===== config.mk =====
export PLATFORM = sky130hd
export DESIGN_NAME = ysyx_22050710_mc_seq_flat
export DESIGN_NICKNAME = d
export VERILOG_FILES = /design/src/rtl/ysyx_22050710_mc_seq_if.sv /design/src/rtl/ysyx_22050710_mc_seq.sv /design/src/flat_wrapper.sv
export SDC_FILE = /design/constraint.sdc
export NUM_CORES = 1
export LEC_CHECK = 0
export ABC_AREA = 1
export BUFFER_PORTS_ARGS = -buffer_cell sky130_fd_sc_hd__clkbuf_2
export CORE_AREA = 2 2 284 286
export DETAILED_ROUTE_END_ITERATION = 10
export DIE_AREA = 0 0 286 288
export PLACE_DENSITY_LB_ADDON = 0.3
export SYNTH_ARGS = -nofsm -noshare
export SYNTH_HDL_FRONTEND = slang
export SYNTH_SLANG_ARGS = --single-unit

===== constraint.sdc =====
create_clock -name i_clk -period 1.91 [get_ports i_clk]
set_clock_uncertainty 0.1 [all_clocks]
set_input_delay 0.2865 -clock i_clk [delete_from_list [all_inputs] [get_ports i_clk]]
set_output_delay 0.2865 -clock i_clk [all_outputs]
set_load 0.01 [all_outputs]

===== src/rtl/ysyx_22050710_mc_seq_if.sv =====
`default_nettype none
// ============================================================================
// Module   : ysyx_22050710_mc_seq_if
// Brief    : Fetch and load/store bus bundle between sequencer and memory side.
// Revision : 1.0
// ============================================================================
interface ysyx_22050710_mc_seq_if #(
    parameter int XLEN = 64
);
    // instruction fetch channel
    logic            o_if_valid;
    logic            i_if_ready;
    logic            i_if_rvalid;
    logic [31:0]     i_if_rdata;
    logic            i_if_err;
    // data load/store channel
    logic            o_ls_valid;
    logic            o_ls_wen;
    logic [XLEN-1:0] o_ls_addr;
    logic [XLEN-1:0] o_ls_wdata;
    logic            i_ls_ready;
    logic            i_ls_rvalid;
    logic [XLEN-1:0] i_ls_rdata;
    logic            i_ls_err;

    modport master (
        output o_if_valid,
        input  i_if_ready, i_if_rvalid, i_if_rdata, i_if_err,
        output o_ls_valid, o_ls_wen, o_ls_addr, o_ls_wdata,
        input  i_ls_ready, i_ls_rvalid, i_ls_rdata, i_ls_err
    );

    modport slave (
        input  o_if_valid,
        output i_if_ready, i_if_rvalid, i_if_rdata, i_if_err,
        input  o_ls_valid, o_ls_wen, o_ls_addr, o_ls_wdata,
        output i_ls_ready, i_ls_rvalid, i_ls_rdata, i_ls_err
    );
endinterface
`default_nettype wire


===== src/rtl/ysyx_22050710_mc_seq.sv =====
`default_nettype none
// ============================================================================
// Module   : ysyx_22050710_mc_seq
// Brief    : Multi-cycle core sequencer: fetch, execute, memory, writeback.
// Revision : 1.0
// ============================================================================
module ysyx_22050710_mc_seq #(
    parameter int              XLEN     = 64,
    parameter logic [XLEN-1:0] RESET_PC = XLEN'(32'h8000_0000)
) (
    input  wire logic                 i_clk,
    input  wire logic                 i_rst,
    ysyx_22050710_mc_seq_if.master    bus,
    input  wire logic [1:0]           i_memop,
    input  wire logic                 i_is_invalid,
    input  wire logic [XLEN-1:0]      i_alu_result,
    input  wire logic [XLEN-1:0]      i_store_data,
    input  wire logic [XLEN-1:0]      i_nextpc,
    input  wire logic                 i_sys_change_pc,
    input  wire logic [XLEN-1:0]      i_sysctr_pc,
    output logic      [XLEN-1:0]      o_pc,
    output logic      [31:0]          o_inst,
    output logic      [XLEN-1:0]      o_ld_data,
    output logic                      o_commit,
    output logic                      o_halt,
    output logic      [1:0]           o_halt_cause,
    output logic      [63:0]          o_instret
);

    localparam logic [2:0] S_FETCH = 3'd0;
    localparam logic [2:0] S_IWAIT = 3'd1;
    localparam logic [2:0] S_EXEC  = 3'd2;
    localparam logic [2:0] S_MEM   = 3'd3;
    localparam logic [2:0] S_MWAIT = 3'd4;
    localparam logic [2:0] S_WB    = 3'd5;
    localparam logic [2:0] S_HALT  = 3'd6;

    localparam logic [1:0] c_memop_load   = 2'b01;
    localparam logic [1:0] c_memop_store  = 2'b10;
    localparam logic [1:0] c_memop_rsvd   = 2'b11;
    localparam logic [1:0] c_cause_ill    = 2'd1;
    localparam logic [1:0] c_cause_ifetch = 2'd2;
    localparam logic [1:0] c_cause_data   = 2'd3;

    logic [2:0]      r_state;
    logic [2:0]      w_next_state;
    logic [XLEN-1:0] r_pc;
    logic [31:0]     r_inst;
    logic [XLEN-1:0] r_ld_data;
    logic [63:0]     r_instret;
    logic [1:0]      r_halt_cause;
    logic            r_ls_wen;
    logic [XLEN-1:0] r_ls_addr;
    logic [XLEN-1:0] r_ls_wdata;

    logic w_pc_misaligned;
    logic w_illegal;
    logic w_is_mem;

    assign w_pc_misaligned = (r_pc[1:0] != 2'b00);
    assign w_illegal       = i_is_invalid || (i_memop == c_memop_rsvd);
    assign w_is_mem        = (i_memop == c_memop_load) || (i_memop == c_memop_store);

    // ------------------------------------------------------------------
    // State register
    // ------------------------------------------------------------------
    always_ff @(posedge i_clk) begin
        if (i_rst) begin
            r_state <= S_FETCH;
        end else begin
            r_state <= w_next_state;
        end
    end

    // ------------------------------------------------------------------
    // Next-state logic
    // ------------------------------------------------------------------
    always_comb begin
        w_next_state = r_state;
        case (r_state)
            S_FETCH: begin
                // A misaligned PC never reaches the bus
                if (w_pc_misaligned) begin
                    w_next_state = S_HALT;
                end else if (bus.i_if_ready) begin
                    w_next_state = S_IWAIT;
                end
            end
            S_IWAIT: begin
                if (bus.i_if_rvalid) begin
                    w_next_state = bus.i_if_err ? S_HALT : S_EXEC;
                end
            end
            S_EXEC: begin
                if (w_illegal) begin
                    w_next_state = S_HALT;
                end else if (w_is_mem) begin
                    w_next_state = S_MEM;
                end else begin
                    w_next_state = S_WB;
                end
            end
            S_MEM: begin
                if (bus.i_ls_ready) begin
                    w_next_state = S_MWAIT;
                end
            end
            S_MWAIT: begin
                if (bus.i_ls_rvalid) begin
                    w_next_state = bus.i_ls_err ? S_HALT : S_WB;
                end
            end
            S_WB:    w_next_state = S_FETCH;
            S_HALT:  w_next_state = S_HALT;
            default: w_next_state = S_HALT;
        endcase
    end

    // ------------------------------------------------------------------
    // Output decode
    // ------------------------------------------------------------------
    always_comb begin
        bus.o_if_valid = 1'b0;
        bus.o_ls_valid = 1'b0;
        o_commit       = 1'b0;
        o_halt         = 1'b0;
        case (r_state)
            S_FETCH: bus.o_if_valid = !w_pc_misaligned;
            S_MEM:   bus.o_ls_valid = 1'b1;
            S_WB:    o_commit       = 1'b1;
            S_HALT:  o_halt         = 1'b1;
            default: begin
                bus.o_if_valid = 1'b0;
            end
        endcase
    end

    // ------------------------------------------------------------------
    // Architectural and bus-request registers
    // ------------------------------------------------------------------
    always_ff @(posedge i_clk) begin
        if (i_rst) begin
            r_pc         <= RESET_PC;
            r_inst       <= 32'd0;
            r_ld_data    <= '0;
            r_instret    <= 64'd0;
            r_halt_cause <= 2'd0;
            r_ls_wen     <= 1'b0;
            r_ls_addr    <= '0;
            r_ls_wdata   <= '0;
        end else begin
            case (r_state)
                S_FETCH: begin
                    if (w_pc_misaligned) begin
                        r_halt_cause <= c_cause_data;
                    end
                end
                S_IWAIT: begin
                    if (bus.i_if_rvalid) begin
                        r_inst <= bus.i_if_rdata;
                        if (bus.i_if_err) begin
                            r_halt_cause <= c_cause_ifetch;
                        end
                    end
                end
                S_EXEC: begin
                    // Request is frozen here so the decoder may move on during MEM
                    if (w_illegal) begin
                        r_halt_cause <= c_cause_ill;
                    end else if (w_is_mem) begin
                        r_ls_wen   <= (i_memop == c_memop_store);
                        r_ls_addr  <= i_alu_result;
                        r_ls_wdata <= i_store_data;
                    end
                end
                S_MWAIT: begin
                    if (bus.i_ls_rvalid) begin
                        if (!r_ls_wen) begin
                            r_ld_data <= bus.i_ls_rdata;
                        end
                        if (bus.i_ls_err) begin
                            r_halt_cause <= c_cause_data;
                        end
                    end
                end
                S_WB: begin
                    r_pc      <= i_sys_change_pc ? i_sysctr_pc : i_nextpc;
                    r_instret <= r_instret + 64'd1;
                end
                default: begin
                    r_pc <= r_pc;
                end
            endcase
        end
    end

    assign bus.o_ls_wen   = r_ls_wen;
    assign bus.o_ls_addr  = r_ls_addr;
    assign bus.o_ls_wdata = r_ls_wdata;
    assign o_pc           = r_pc;
    assign o_inst         = r_inst;
    assign o_ld_data      = r_ld_data;
    assign o_instret      = r_instret;
    assign o_halt_cause   = r_halt_cause;

endmodule
`default_nettype wire


===== src/flat_wrapper.sv =====
// flat-port wrapper written by rule: the top's interface ports become plain ports
module ysyx_22050710_mc_seq_flat 
#(
    parameter int              XLEN     = 64,
    parameter logic [XLEN-1:0] RESET_PC = XLEN'(32'h8000_0000)
)
  (i_clk, i_rst, i_memop, i_is_invalid, i_alu_result, i_store_data, i_nextpc, i_sys_change_pc, i_sysctr_pc, o_pc, o_inst, o_ld_data, o_commit, o_halt, o_halt_cause, o_instret, bus_o_if_valid, bus_i_if_ready, bus_i_if_rvalid, bus_i_if_rdata, bus_i_if_err, bus_o_ls_valid, bus_o_ls_wen, bus_o_ls_addr, bus_o_ls_wdata, bus_i_ls_ready, bus_i_ls_rvalid, bus_i_ls_rdata, bus_i_ls_err);
  ysyx_22050710_mc_seq_if #(.XLEN(XLEN)) bus_i ();
  input  wire logic i_clk;
  input  wire logic i_rst;
  input  wire logic [1:0] i_memop;
  input  wire logic i_is_invalid;
  input  wire logic [XLEN-1:0] i_alu_result;
  input  wire logic [XLEN-1:0] i_store_data;
  input  wire logic [XLEN-1:0] i_nextpc;
  input  wire logic i_sys_change_pc;
  input  wire logic [XLEN-1:0] i_sysctr_pc;
  output logic      [XLEN-1:0] o_pc;
  output logic      [31:0] o_inst;
  output logic      [XLEN-1:0] o_ld_data;
  output logic o_commit;
  output logic o_halt;
  output logic      [1:0] o_halt_cause;
  output logic      [63:0] o_instret;
  output wire logic [$bits(bus_i.o_if_valid)-1:0] bus_o_if_valid;
  input wire logic [$bits(bus_i.i_if_ready)-1:0] bus_i_if_ready;
  input wire logic [$bits(bus_i.i_if_rvalid)-1:0] bus_i_if_rvalid;
  input wire logic [$bits(bus_i.i_if_rdata)-1:0] bus_i_if_rdata;
  input wire logic [$bits(bus_i.i_if_err)-1:0] bus_i_if_err;
  output wire logic [$bits(bus_i.o_ls_valid)-1:0] bus_o_ls_valid;
  output wire logic [$bits(bus_i.o_ls_wen)-1:0] bus_o_ls_wen;
  output wire logic [$bits(bus_i.o_ls_addr)-1:0] bus_o_ls_addr;
  output wire logic [$bits(bus_i.o_ls_wdata)-1:0] bus_o_ls_wdata;
  input wire logic [$bits(bus_i.i_ls_ready)-1:0] bus_i_ls_ready;
  input wire logic [$bits(bus_i.i_ls_rvalid)-1:0] bus_i_ls_rvalid;
  input wire logic [$bits(bus_i.i_ls_rdata)-1:0] bus_i_ls_rdata;
  input wire logic [$bits(bus_i.i_ls_err)-1:0] bus_i_ls_err;
  assign bus_o_if_valid = bus_i.o_if_valid;
  assign bus_i.i_if_ready = bus_i_if_ready;
  assign bus_i.i_if_rvalid = bus_i_if_rvalid;
  assign bus_i.i_if_rdata = bus_i_if_rdata;
  assign bus_i.i_if_err = bus_i_if_err;
  assign bus_o_ls_valid = bus_i.o_ls_valid;
  assign bus_o_ls_wen = bus_i.o_ls_wen;
  assign bus_o_ls_addr = bus_i.o_ls_addr;
  assign bus_o_ls_wdata = bus_i.o_ls_wdata;
  assign bus_i.i_ls_ready = bus_i_ls_ready;
  assign bus_i.i_ls_rvalid = bus_i_ls_rvalid;
  assign bus_i.i_ls_rdata = bus_i_ls_rdata;
  assign bus_i.i_ls_err = bus_i_ls_err;
  ysyx_22050710_mc_seq #(.XLEN(XLEN), .RESET_PC(RESET_PC)) u_core (.i_clk(i_clk), .i_rst(i_rst), .bus(bus_i), .i_memop(i_memop), .i_is_invalid(i_is_invalid), .i_alu_result(i_alu_result), .i_store_data(i_store_data), .i_nextpc(i_nextpc), .i_sys_change_pc(i_sys_change_pc), .i_sysctr_pc(i_sysctr_pc), .o_pc(o_pc), .o_inst(o_inst), .o_ld_data(o_ld_data), .o_commit(o_commit), .o_halt(o_halt), .o_halt_cause(o_halt_cause), .o_instret(o_instret));
endmodule

Word-level counts from Yosys, hierarchy flattened. Cells that the tools add are included.

Add/subtract/negate cells: 1. Equality and inequality tests: 17. Muxes and demuxes: 22. Bitwise logic cells: 2. Reductions and logical operators: 11.

Operators by type and width (number): $add 64x1->64 const B (1); $mux 64 (1); $mux 3 (8); $pmux 3 s6 (1); $mux 2 (7); $ne 2x2->1 const B (5); $eq 3x3->1 const B (3); $pmux 2 s4 (1); $reduce_and 7->1 (1); $eq 3x2->1 const B (2); $reduce_and 3->1 (2); $eq 2x2->1 const B (2); $mux 1 (4); $ne 2x1->1 const B (2); $reduce_and 4->1 (1); $reduce_bool 4->1 (1); $eq 3x1->1 const B (1); $logic_not 3->1 (1); $ne 3x2->1 const B (1); $eq 2x1->1 const B (1); $logic_or 1x1->1 (2); $not 1->1 (2); $reduce_and 2->1 (1); $reduce_bool 2->1 (1); $logic_not 1->1 (1).

Register bits after elaboration: 358.

Logic depth before layout (Yosys ltp). Gate-level depths: netlist (run 1).

Word-level depth: 5. Depth in mapped cells: 11. Mapped depth without buffers: 11.

Worst setup path before layout (run 1). OpenSTA, ideal clock, no wires.

Path type: reg2reg. From: register u_core.r_instret[1], in the netlist u_core.o_instret[1]. To: register u_core.r_instret[46], in the netlist u_core.o_instret[46]. Library setup time: 128 ps. Arrival: 1490 ps. Data required time: 1682 ps. Setup slack: 192 ps. Cell stages (with the launch flop): 11. Path buffers: 0. Period minus slack after synthesis: 1718 ps. Cells stage by stage: dfxtp_1 ha_1 nand3_1 nor2_1 nand3_1 nor2_2 nand2_1 nor2_1 nand2_1 nand2_1 nor2_1.

Cells in the longest elaborated chain, start to end: 1.

Ends and longest elaborated chain: from (decl) (line ysyx_22050710_mc_seq.sv:50) `logic [63:0] r_instret;`; from (signal assigned) (line ysyx_22050710_mc_seq.sv:188) `r_instret <= r_instret + 64'd1;`; $add 64x1->64 (line ysyx_22050710_mc_seq.sv:188).

Every way passes these cells. A chain may end at the register's enable or synchronous reset.

Worst setup path after layout (run 1).
From: register u_core.r_state[0]. To: output o_commit.

Cells in the longest elaborated chain, start to end: 2.

Ends and longest elaborated chain: from (decl) (line ysyx_22050710_mc_seq.sv:45) `logic [2:0] r_state;`; from (signal assigned) (line ysyx_22050710_mc_seq.sv:71) `r_state <= w_next_state;`; $eq 3x3->1 (line ysyx_22050710_mc_seq.sv:127) `case (r_state)`; $mux 1 (line ysyx_22050710_mc_seq.sv:127); to (decl) (line flat_wrapper.sv:21) `output logic o_commit;`.

Every way passes these cells.

==> results of run 1 <==
worst reg2reg max path, stage by stage, from the launching register on:
cell and delay [ns]:
dfxtp_4 0.37, buf_12 0.12, nand2_8 0.06, buf_4 0.13
nor2_2 0.13, inv_2 0.08, nor2_4 0.20, buf_8 0.25
o21ai_0 0.18, nor2_1 0.14
layer usage:
layer	part of all wire [%]	wire length [µm]	global-route usage [%]	up-vias
met5	0.019	13	0	-
li1	-	-	-	8681
met4	2.4	1640	4.76	2
met3	6.9	4590	3.78	97
met1	42	28300	18.5	7852
met2	48	32400	25.9	546
where the power goes:
group          switching [mW]  internal [mW]  leakage (nW)
sequential              0.531           8.41          2.90
combinational            3.16           2.60          8.60
clock                    3.47           4.89         0.690
final cells by class:
cell class	instances	area [µm²]	area share [%]
clock inverter	9	98.8	0.384
sequential	358	7180	27.9
antenna	5	12.5	0.0486
timing repair buffer	1217	8640	33.6
tap	1060	1330	5.15
clock buffer	70	1320	5.13
multi-input combinational	1406	6820	26.5
inverter	83	329	1.28
synth_stat cells (4+ instances only):
master / number
o21ai_0: 288
xnor2_1: 5
nand3_2: 5
inv_1: 69
nand4_1: 22
inv_2: 12
o21ai_1: 21
nand2_1: 184
mux2i_1: 61
nor2_4: 8
buf_2: 37
clkbuf_1: 57
nand3_1: 37
nand2_2: 4
xor2_1: 9
dfxtp_1: 358
nor2_1: 617
nor2_2: 11
buf_4: 9
nor3_1: 10
a21oi_1: 94
flip-flops by register name (all words and copies together), names as in the netlist:
name and cells:
u_core.bus.o_ls_addr 64, u_core.bus.o_ls_wdata 64, u_core.o_instret 64, u_core.o_ld_data 64
u_core.o_pc 64, u_core.o_inst 32, u_core.r_state 3, u_core.o_halt_cause 2
u_core.bus.o_ls_wen 1
per-stage QoR:
stage / cells / instance area (µm²) / setup slack, ns
2_1_floorplan: 1956 / 14600 / 0.192
3_3_place_gp: 3751 / 20200 / 0.00237
3_5_place_dp: 3751 / 20200 / -0.0290
4_1_cts: 4194 / 25400 / -0.0316
5_1_grt: 4206 / 25700 / -0.0131
6_report: 4208 / 25700 / 0.0574
final timing paths:
kind / start / to / cells past startpoint / slack, ns
worst min register to register: u_core.o_pc[31] / u_core.o_pc[31] / 2 / 0.37
worst max-delay path: u_core.r_state[0] / o_commit / 5 / 0.06
worst max register to register: u_core.r_state[0] / u_core.o_inst[3] / 9 / 0.07
worst min-delay path: i_nextpc[1] / u_core.o_pc[1] / 5 / 0.05
cells by family (layout without fill, tap and decap cells):
family	count (synthesis)	in the layout	share of synthesized area [%]
compound gates	411	411	14.2
xor+xnor	14	14	0.838
fa+ha+maj	3	3	0.257
buf+inv	192	1379	5.58
flops	358	358	49.0
mux	61	61	4.17
other cells	0	5	0
simple gates	917	917	26.0
what timing repair did:
action	in CTS	in global routing
cloned	2	3
hold endpoints to repair	292	0
pin swaps	4	7
setup buffers	9	6
hold buffers	354	0
endpoints found under the setup margin	4	195
gates resized for setup	17	58
==> impl_metrics.yaml, run 1 <==
power_and_ir_drop:
  p_per_area_mw_per_mm2: 896
  power_mw: 23.1
  peakVddDrop_mv: 0.681
  power_leakage_nw: 12.2
route:
  totalWireLength_mm: 66.9
  first_iter_violations: 787
  vias: 17200
  drtAntennaViolNets: 0
  drt_pass1_iterations: 5
  viasPerCell: 4.08
  drc: 0
  routedWlPerCell_um: 15.9
global_routing:
  grt_use_total_pct: 15.1
  grt_max_degree: 65
  overflow: 0
  grt_pass1_wl_mm: 98.0
  grt_pass1_vias: 17200
  antenna_found_initial: 5
synth:
  avgSynthCellArea_um2: 7.48
  synthFlopType: "dfxtp_1"
  ys_types: 42
  synth_largest_area_cell: "dfxtp_1"
  synth_top_area_share_pct: 49.0
  syn-num-nets: 2323
  synth_area_leaders: "dfxtp_1 (49%), nor2_1 (16%), o21ai_0 (9.8%)"
  syn_area_mm2: 0.0146
  synth_edf_count: 0
  yosys_warnings: 0
  ys_async_sr_fraction_pct: 0
  ys_seq_area_share_pct: 49.0
  synth_cells: 1956
  yosys_register_bits: 358
setup_path:
  critical-path-top-delay-family: "flip-flops"
  cp-end-kind: "output port"
  critPathKind: "flop to output port"
  crit_top_cell: "buf_12"
  critPathMaxFanout: 6
  slowest_stage: "dfxtp_4"
  cp.required_ns: 1.52
  worst_ep_arrival_time_ns: 1.47
  crit_chain: "buf_12 -> nand2_8 -> nor2_8 -> buf_12 -> buf_8"
  cpPeakStageDelay_ns: 0.37
  start_kind: "flop"
  crit_buf_inv: 3
die:
  core_area_mm2: 0.0796
  pin_count: 723
  die_h_um: 288
  start_util_pct: 18.4
  dieArea_mm2: 0.0824
  core.rowCount: 104
  die_x_um: 286
cts:
  htreeDepth: 2
  tritoncts: "done"
  cts_buffer_depth: 3
  cts_buffers: 46
  root_buffer: "clkbuf_16"
  insertion_delay_ns: 0.58
  clkTransAtPathRegs_ns: 0.06
  numClockSinks: 358
timing:
  period_share_pct: 97.0
  tns_ns: 0
  max-slew-margin-rel_pct: 69.0
  slew_violations: 0
  final_hold_viol_count: 0
  worst_slew_pin_slew_ns: 0.465
  finalCriticalPeriod_ns: 1.85
  fmax_mhz: 540
  finalSetupViolations: 0
  rsz0062_at_grt: "yes"
  whs_ns: 0.0502
cells_and_area:
  fin_util_pct: 32.3
  layout.nets: 3479
  drive_gt1_share_pct: 32.4
  layout_commonest_cell: "clkbuf_2"
  nFillCells: 8552
  layout_common_cells: "clkbuf_2 (717), nor2_1 (591), dlygate4sd3_1 (354)"
  area_growth_pct: 75.9
place:
  port_buffers: 722
  gp_congestion: 0.877
  hpwl_mm: 48.5
run_status:
  outcome: "finished, final reports clean"
worst_hold_path:
  worstHoldPathType: "input port to flop"
run:
  maxCapViolCount: 0
(Power assumes the default switching activity.)
==> run 2, diff against run 1 <==
ABC_AREA = unset   (was 1)
==> impl_metrics.yaml, run 2 <==
synth:
  synth_largest_area_cell: "dfxtp_1"
  ys_async_sr_fraction_pct: 0
  yosys_warnings: 0
  synth_area_leaders: "dfxtp_1 (52%), nand2_1 (13%), a21oi_1 (9.3%)"
  ys_seq_area_share_pct: 51.9
  syn_area_mm2: 0.0138
  synthFlopType: "dfxtp_1"
  avgSynthCellArea_um2: 8.18
  ys_types: 46
  synth_edf_count: 0
  yosysMostFrequentCell: "nand2_1"
  synth_common_cells: "nand2_1 (479), dfxtp_1 (358), a21oi_1 (257)"
  synth_top_area_share_pct: 51.9
  syn-num-nets: 2057
  synth_cells: 1690
  yosys_register_bits: 358
route:
  first_iter_violations: 573
  drtAntennaViolNets: 0
  routedWlPerCell_um: 14.7
  drt_pass1_iterations: 5
  vias: 16100
  totalWireLength_mm: 58.3
  drc: 0
  viasPerCell: 4.06
power_and_ir_drop:
  seqPwrFrac_pct: 39.0
  power_switching_mw: 6.38
  power.share.combinational_pct: 23.7
  peakVddDrop_mv: 0.538
  p_clk_share_pct: 37.3
  power_report.internal_total_mw: 15.3
  power_leakage_nw: 11.0
  power_mw: 21.7
  p_per_area_mw_per_mm2: 853
  p_sw_share_pct: 29.4
timing:
  tns_ns: -6.67
  fmax_mhz: 443
  slew_violations: 0
  rsz0062_at_grt: "yes"
  max-slew-margin-rel_pct: 64.2
  finalCriticalPeriod_ns: 2.26
  final_hold_viol_count: 0
  whs_ns: 0.0248
  finalSetupViolations: 46
  worst_slew_pin_slew_ns: 0.537
  period_share_pct: 118
  final.setup.worst_slack_ns: -0.347
setup_path:
  start_kind: "flop"
  crit_top_cell: "or4_4"
  cp.required_ns: 2.29
  slowest_stage: "or4_4"
  cp-end-kind: "flop"
  critPathMaxFanout: 5
  critPathKind: "flop to flop"
  crit_chain: "nand4_4 -> or4_4 -> buf_4 -> or4_4 -> or4_1 -> a21oi_1"
  cpPeakStageDelay_ns: 0.49
  worst_ep_arrival_time_ns: 2.64
global_routing:
  antenna_found_initial: 0
  grt_use_total_pct: 13.2
  grt_max_degree: 65
  overflow: 0
  grt_pass1_vias: 15700
  grt_pass1_wl_mm: 87.5
place:
  dp_slack_ns: -0.360
  place_area_mm2: 0.0202
  hpwl_mm: 41.7
  port_buffers: 722
  gp_congestion: 0.819
cells_and_area:
  area_growth_pct: 84.0
  layout_commonest_cell: "clkbuf_2"
  layout.nets: 3235
  n_antenna_cell: 0
  fin_area_mm2: 0.0254
  layout_common_cells: "clkbuf_2 (717), nand2_1 (477), dfxtp_1 (333)"
  drive_gt1_share_pct: 38.4
cts:
  clkTransAtPathRegs_ns: 0.06
  cts_buffers: 43
  htreeDepth: 2
  tritoncts: "done"
  cts_buffer_depth: 3
  numClockSinks: 358
  insertion_delay_ns: 0.55
  root_buffer: "clkbuf_16"
die:
  die_x_um: 286
  core_area_mm2: 0.0796
  dieArea_mm2: 0.0824
  core.rowCount: 104
  die_h_um: 288
  pin_count: 723
  start_util_pct: 17.4
worst_hold_path:
  worstHoldPathType: "input port to flop"
run_status:
  outcome: "complete, but fails checks"
  violations: "setup timing"
run:
  maxCapViolCount: 0
## run 2: cell types whose count changed after synthesis, moves of 15 or more
cell and delta:
or3_1 +18, xnor2_1 +15, a21oi_1 +163, clkbuf_1 +61, a211oi_1 +66, o21ai_0 -270
nand2_1 +295, inv_1 -54, o21ai_1 -21, nor2_1 -498, buf_2 -37
## run 2: what timing repair did
item | 4_1_cts | 5_1_grt
endpoints found under the hold margin | 275 | 0
resized for setup | 52 | 74
hold buffers | 318 | 0
buffers inserted | 20 | 15
setup endpoints to repair | 38 | 86
cloned | 1 | 2
pin swaps | 22 | 34
## run 2: per-layer routing
metal	GRT usage [%]	share of wire [%]	up-vias
met1	15.8	41	7413
li1	-	-	8068
met4	4.40	2.8	0
met2	23.2	50	492
met3	3.15	6.5	94
met5	0	0	-
## run 2: final timing paths
path	startpoint	to	slack [ns]	depth (start not counted)
worst max-delay path	u_core.o_instret[37]	u_core.o_instret[58]	-0.35	6
worst min-delay path	i_sysctr_pc[2]	u_core.o_pc[2]	0.02	3
worst max register to register	u_core.o_instret[37]	u_core.o_instret[58]	-0.35	6
worst min register to register	u_core.bus.o_ls_addr[12]	u_core.bus.o_ls_addr[12]	0.35	2
## run 2: logic make-up (layout without fill, tap and decap cells)
kind of cell,count (synthesis),in the layout,share of synthesized area [%]
XOR/XNOR,37,37,2.34
AO/OA/AOI/OAI,361,361,14.7
buffers and inverters,137,1343,3.78
AND/OR/NAND/NOR,730,731,22.4
multiplexers,64,64,4.64
flip-flops,358,358,51.9
adder cells (fa/ha/maj),3,3,0.272
## run 2: critical path: cells and delay by family, from the launching register on
kind / cells / cell delay (ns)
AND/OR/NAND/NOR: 4 / 1.45
flip-flops: 1 / 0.35
buffers and inverters: 1 / 0.16
AO/OA/AOI/OAI: 1 / 0.13
## run 2: power groups by stage
stage	clock network (mW)	logic [mW]	registers, mW
final	8.09	5.15	8.47
after global routing	8.70	5.63	8.54
after CTS	8.43	4.96	8.46
after detailed placement	0	4.27	8.61
after global placement	0	4.28	8.60
after floorplan	0	1.77	8.88
## run 2: area by class of cell
class	instances	area (µm²)
inverters	16	70.1
repair buffers	1253	8840
fillers	8449	54200
flip-flops and latches	358	7220
clock inverters	15	114
well taps	1060	1330
multi-input cells	1196	6600
clock buffers	59	1260
## run 2: stage by stage
stage	util [%]	cells
3_5_place_dp	25.3	3531
2_1_floorplan	-	1690
3_3_place_gp	25.3	3531
5_1_grt	31.9	3957
4_1_cts	31.5	3944
6_report	31.9	3957
==> run 3, diff against run 2 <==
--- a/config.mk
+++ b/config.mk
@@ -7,2 +7,3 @@
 export LEC_CHECK = 0
+export ABC_AREA = 0
 export BUFFER_PORTS_ARGS = -buffer_cell sky130_fd_sc_hd__clkbuf_2
--- a/constraint.sdc
+++ b/constraint.sdc
@@ -4,2 +4,2 @@
 set_output_delay 0.2865 -clock i_clk [all_outputs]
-set_load 0.01 [all_outputs]
+set_load 0.1 [all_outputs]
==> impl_metrics.yaml, run 3 (same netlist as run 2, synthesis figures left out) <==
cells_and_area:
  layout.nets: 3277
  layout_commonest_cell: "clkbuf_2"
  nFillCells: 8365
  instances_no_fill: 4003
  n_antenna_cell: 0
  multi_input_area_mm2: 0.00671
  area_growth_pct: 91.4
  regArea_mm2: 0.00737
  drive_gt1_share_pct: 40.4
  layout_common_cells: "clkbuf_2 (664), nand2_1 (468), dlygate4sd3_1 (338)"
route:
  route.met3.wl_mm: 4.20
  first_iter_violations: 663
  drt_pass1_iterations: 7
  drc: 0
  top_layer: "met5"
  totalWireLength_mm: 60.0
  viasPerCell: 4.08
  wl_met2_mm: 29.8
  vias: 16300
  drtAntennaViolNets: 0
  routedWlPerCell_um: 15.0
  wl_met1_mm: 23.8
cts:
  root_buffer: "clkbuf_16"
  cts_buffer_depth: 3
  numClockSinks: 358
  cts_buffers: 44
  clkTransAtPathRegs_ns: 0.06
  htreeDepth: 2
  tritoncts: "done"
  insertion_delay_ns: 0.56
setup_path:
  cp.required_ns: 2.30
  critPathMaxFanout: 6
  cp-end-kind: "flop"
  start_kind: "flop"
  critPathKind: "flop to flop"
  worst_ep_arrival_time_ns: 2.61
timing:
  slew_violations: 0
  final_hold_viol_count: 0
  rsz0062_at_grt: "yes"
  finalCriticalPeriod_ns: 2.22
  worst_slew_pin_slew_ns: 0.633
  period_share_pct: 116
  whs_ns: 0.0389
  finalSetupViolations: 42
  fmax_mhz: 450
  final.setup.worst_slack_ns: -0.311
  max-slew-margin-rel_pct: 58.0
die:
  dieArea_mm2: 0.0824
  die_x_um: 286
  core_area_mm2: 0.0796
  core.rowCount: 104
  start_util_pct: 17.4
  die_h_um: 288
  pin_count: 723
global_routing:
  grt_pass1_wl_mm: 88.5
  antenna_found_initial: 3
  grt_pass1_vias: 16000
  grt_use_total_pct: 13.4
  grt_max_degree: 68
  overflow: 0
power_and_ir_drop:
  p_clk_share_pct: 31.2
  power_switching_mw: 11.0
  p_per_area_mw_per_mm2: 1010
  p_sw_share_pct: 40.9
  peakVddDrop_mv: 0.674
  power.share.combinational_pct: 37.4
  power_mw: 26.8
  power_report.internal_total_mw: 15.8
  power_leakage_nw: 11.4
  seqPwrFrac_pct: 31.4
worst_hold_path:
  worstHoldPathType: "input port to flop"
run:
  maxCapViolCount: 0
place:
  hpwl_mm: 43.0
  dp_cells: 3539
  port_buffers: 722
  gp_congestion: 0.811
run_status:
  violations: "setup timing"
  outcome: "complete, but fails checks"
-- run 3: layer usage --
layer | vias up | GRT usage, %
met3 | 134 | 4.00
li1 | 8179 | -
met5 | - | 0
met1 | 7515 | 15.2
met2 | 515 | 23.3
met4 | 6 | 5.46
-- run 3: what timing repair did --
action | 4_1_cts | 5_1_grt
hold endpoints to repair | 286 | 1
hold buffers | 337 | 1
endpoints found under the setup margin | 90 | 169
gates cloned | 2 | 6
buffers inserted | 22 | 20
pin swaps | 32 | 38
gates resized for setup | 102 | 77
-- run 3: worst paths after layout --
check        cells past startpoint                        end  slack, ns                       from
max                              5       u_core.o_instret[62]      -0.31       u_core.o_instret[37]
min                              3             u_core.o_pc[0]       0.04             i_sysctr_pc[0]
max reg2reg                      5       u_core.o_instret[62]      -0.31       u_core.o_instret[37]
min reg2reg                      2  u_core.bus.o_ls_wdata[35]       0.35  u_core.bus.o_ls_wdata[35]
-- run 3: worst max-delay path, stage by stage (launching register included) --
cell     delay (ns)
dfxtp_4        0.35
nand4_4        0.10
or4_4          0.51
or4_4          0.48
or4_1          0.50
a21oi_2        0.12
-- run 3: per-stage QoR --
| stage | cell area (µm²) | TNS, ns | worst slack, ns | util [%] |
|---|---|---|---|---|
| 6_report | 26500 | -5.93 | -0.311 | 33.2 |
| 5_1_grt | 26500 | -10.90 | -0.392 | 33.2 |
| 4_1_cts | 25900 | -9.62 | -0.385 | 32.5 |
| 3_5_place_dp | 20500 | -21.21 | -0.472 | 25.7 |
| 3_3_place_gp | 20500 | -20.95 | -0.423 | 25.7 |
| 2_1_floorplan | 14300 | -9.53 | -0.688 | - |
-- run 3: layout make-up --
| class | instances | area share (%) |
|---|---|---|
| timing repair buffer | 1294 | 36.0 |
| sequential | 358 | 27.9 |
| multi-input combinational | 1196 | 25.4 |
| clock inverter | 18 | 0.605 |
| clock buffer | 61 | 4.87 |
| tap | 1060 | 5.01 |
| inverter | 16 | 0.317 |
-- run 3: power groups by stage --
stage          clock (mW)  combinational (mW)  sequential [mW]
2_1_floorplan           0                2.04             13.0
3_3_place_gp            0                8.79             8.54
3_5_place_dp            0                8.77             8.56
4_1_cts              8.70                9.57             8.41
5_1_grt              8.97                10.5             8.49
6_report             8.37                10.0             8.42
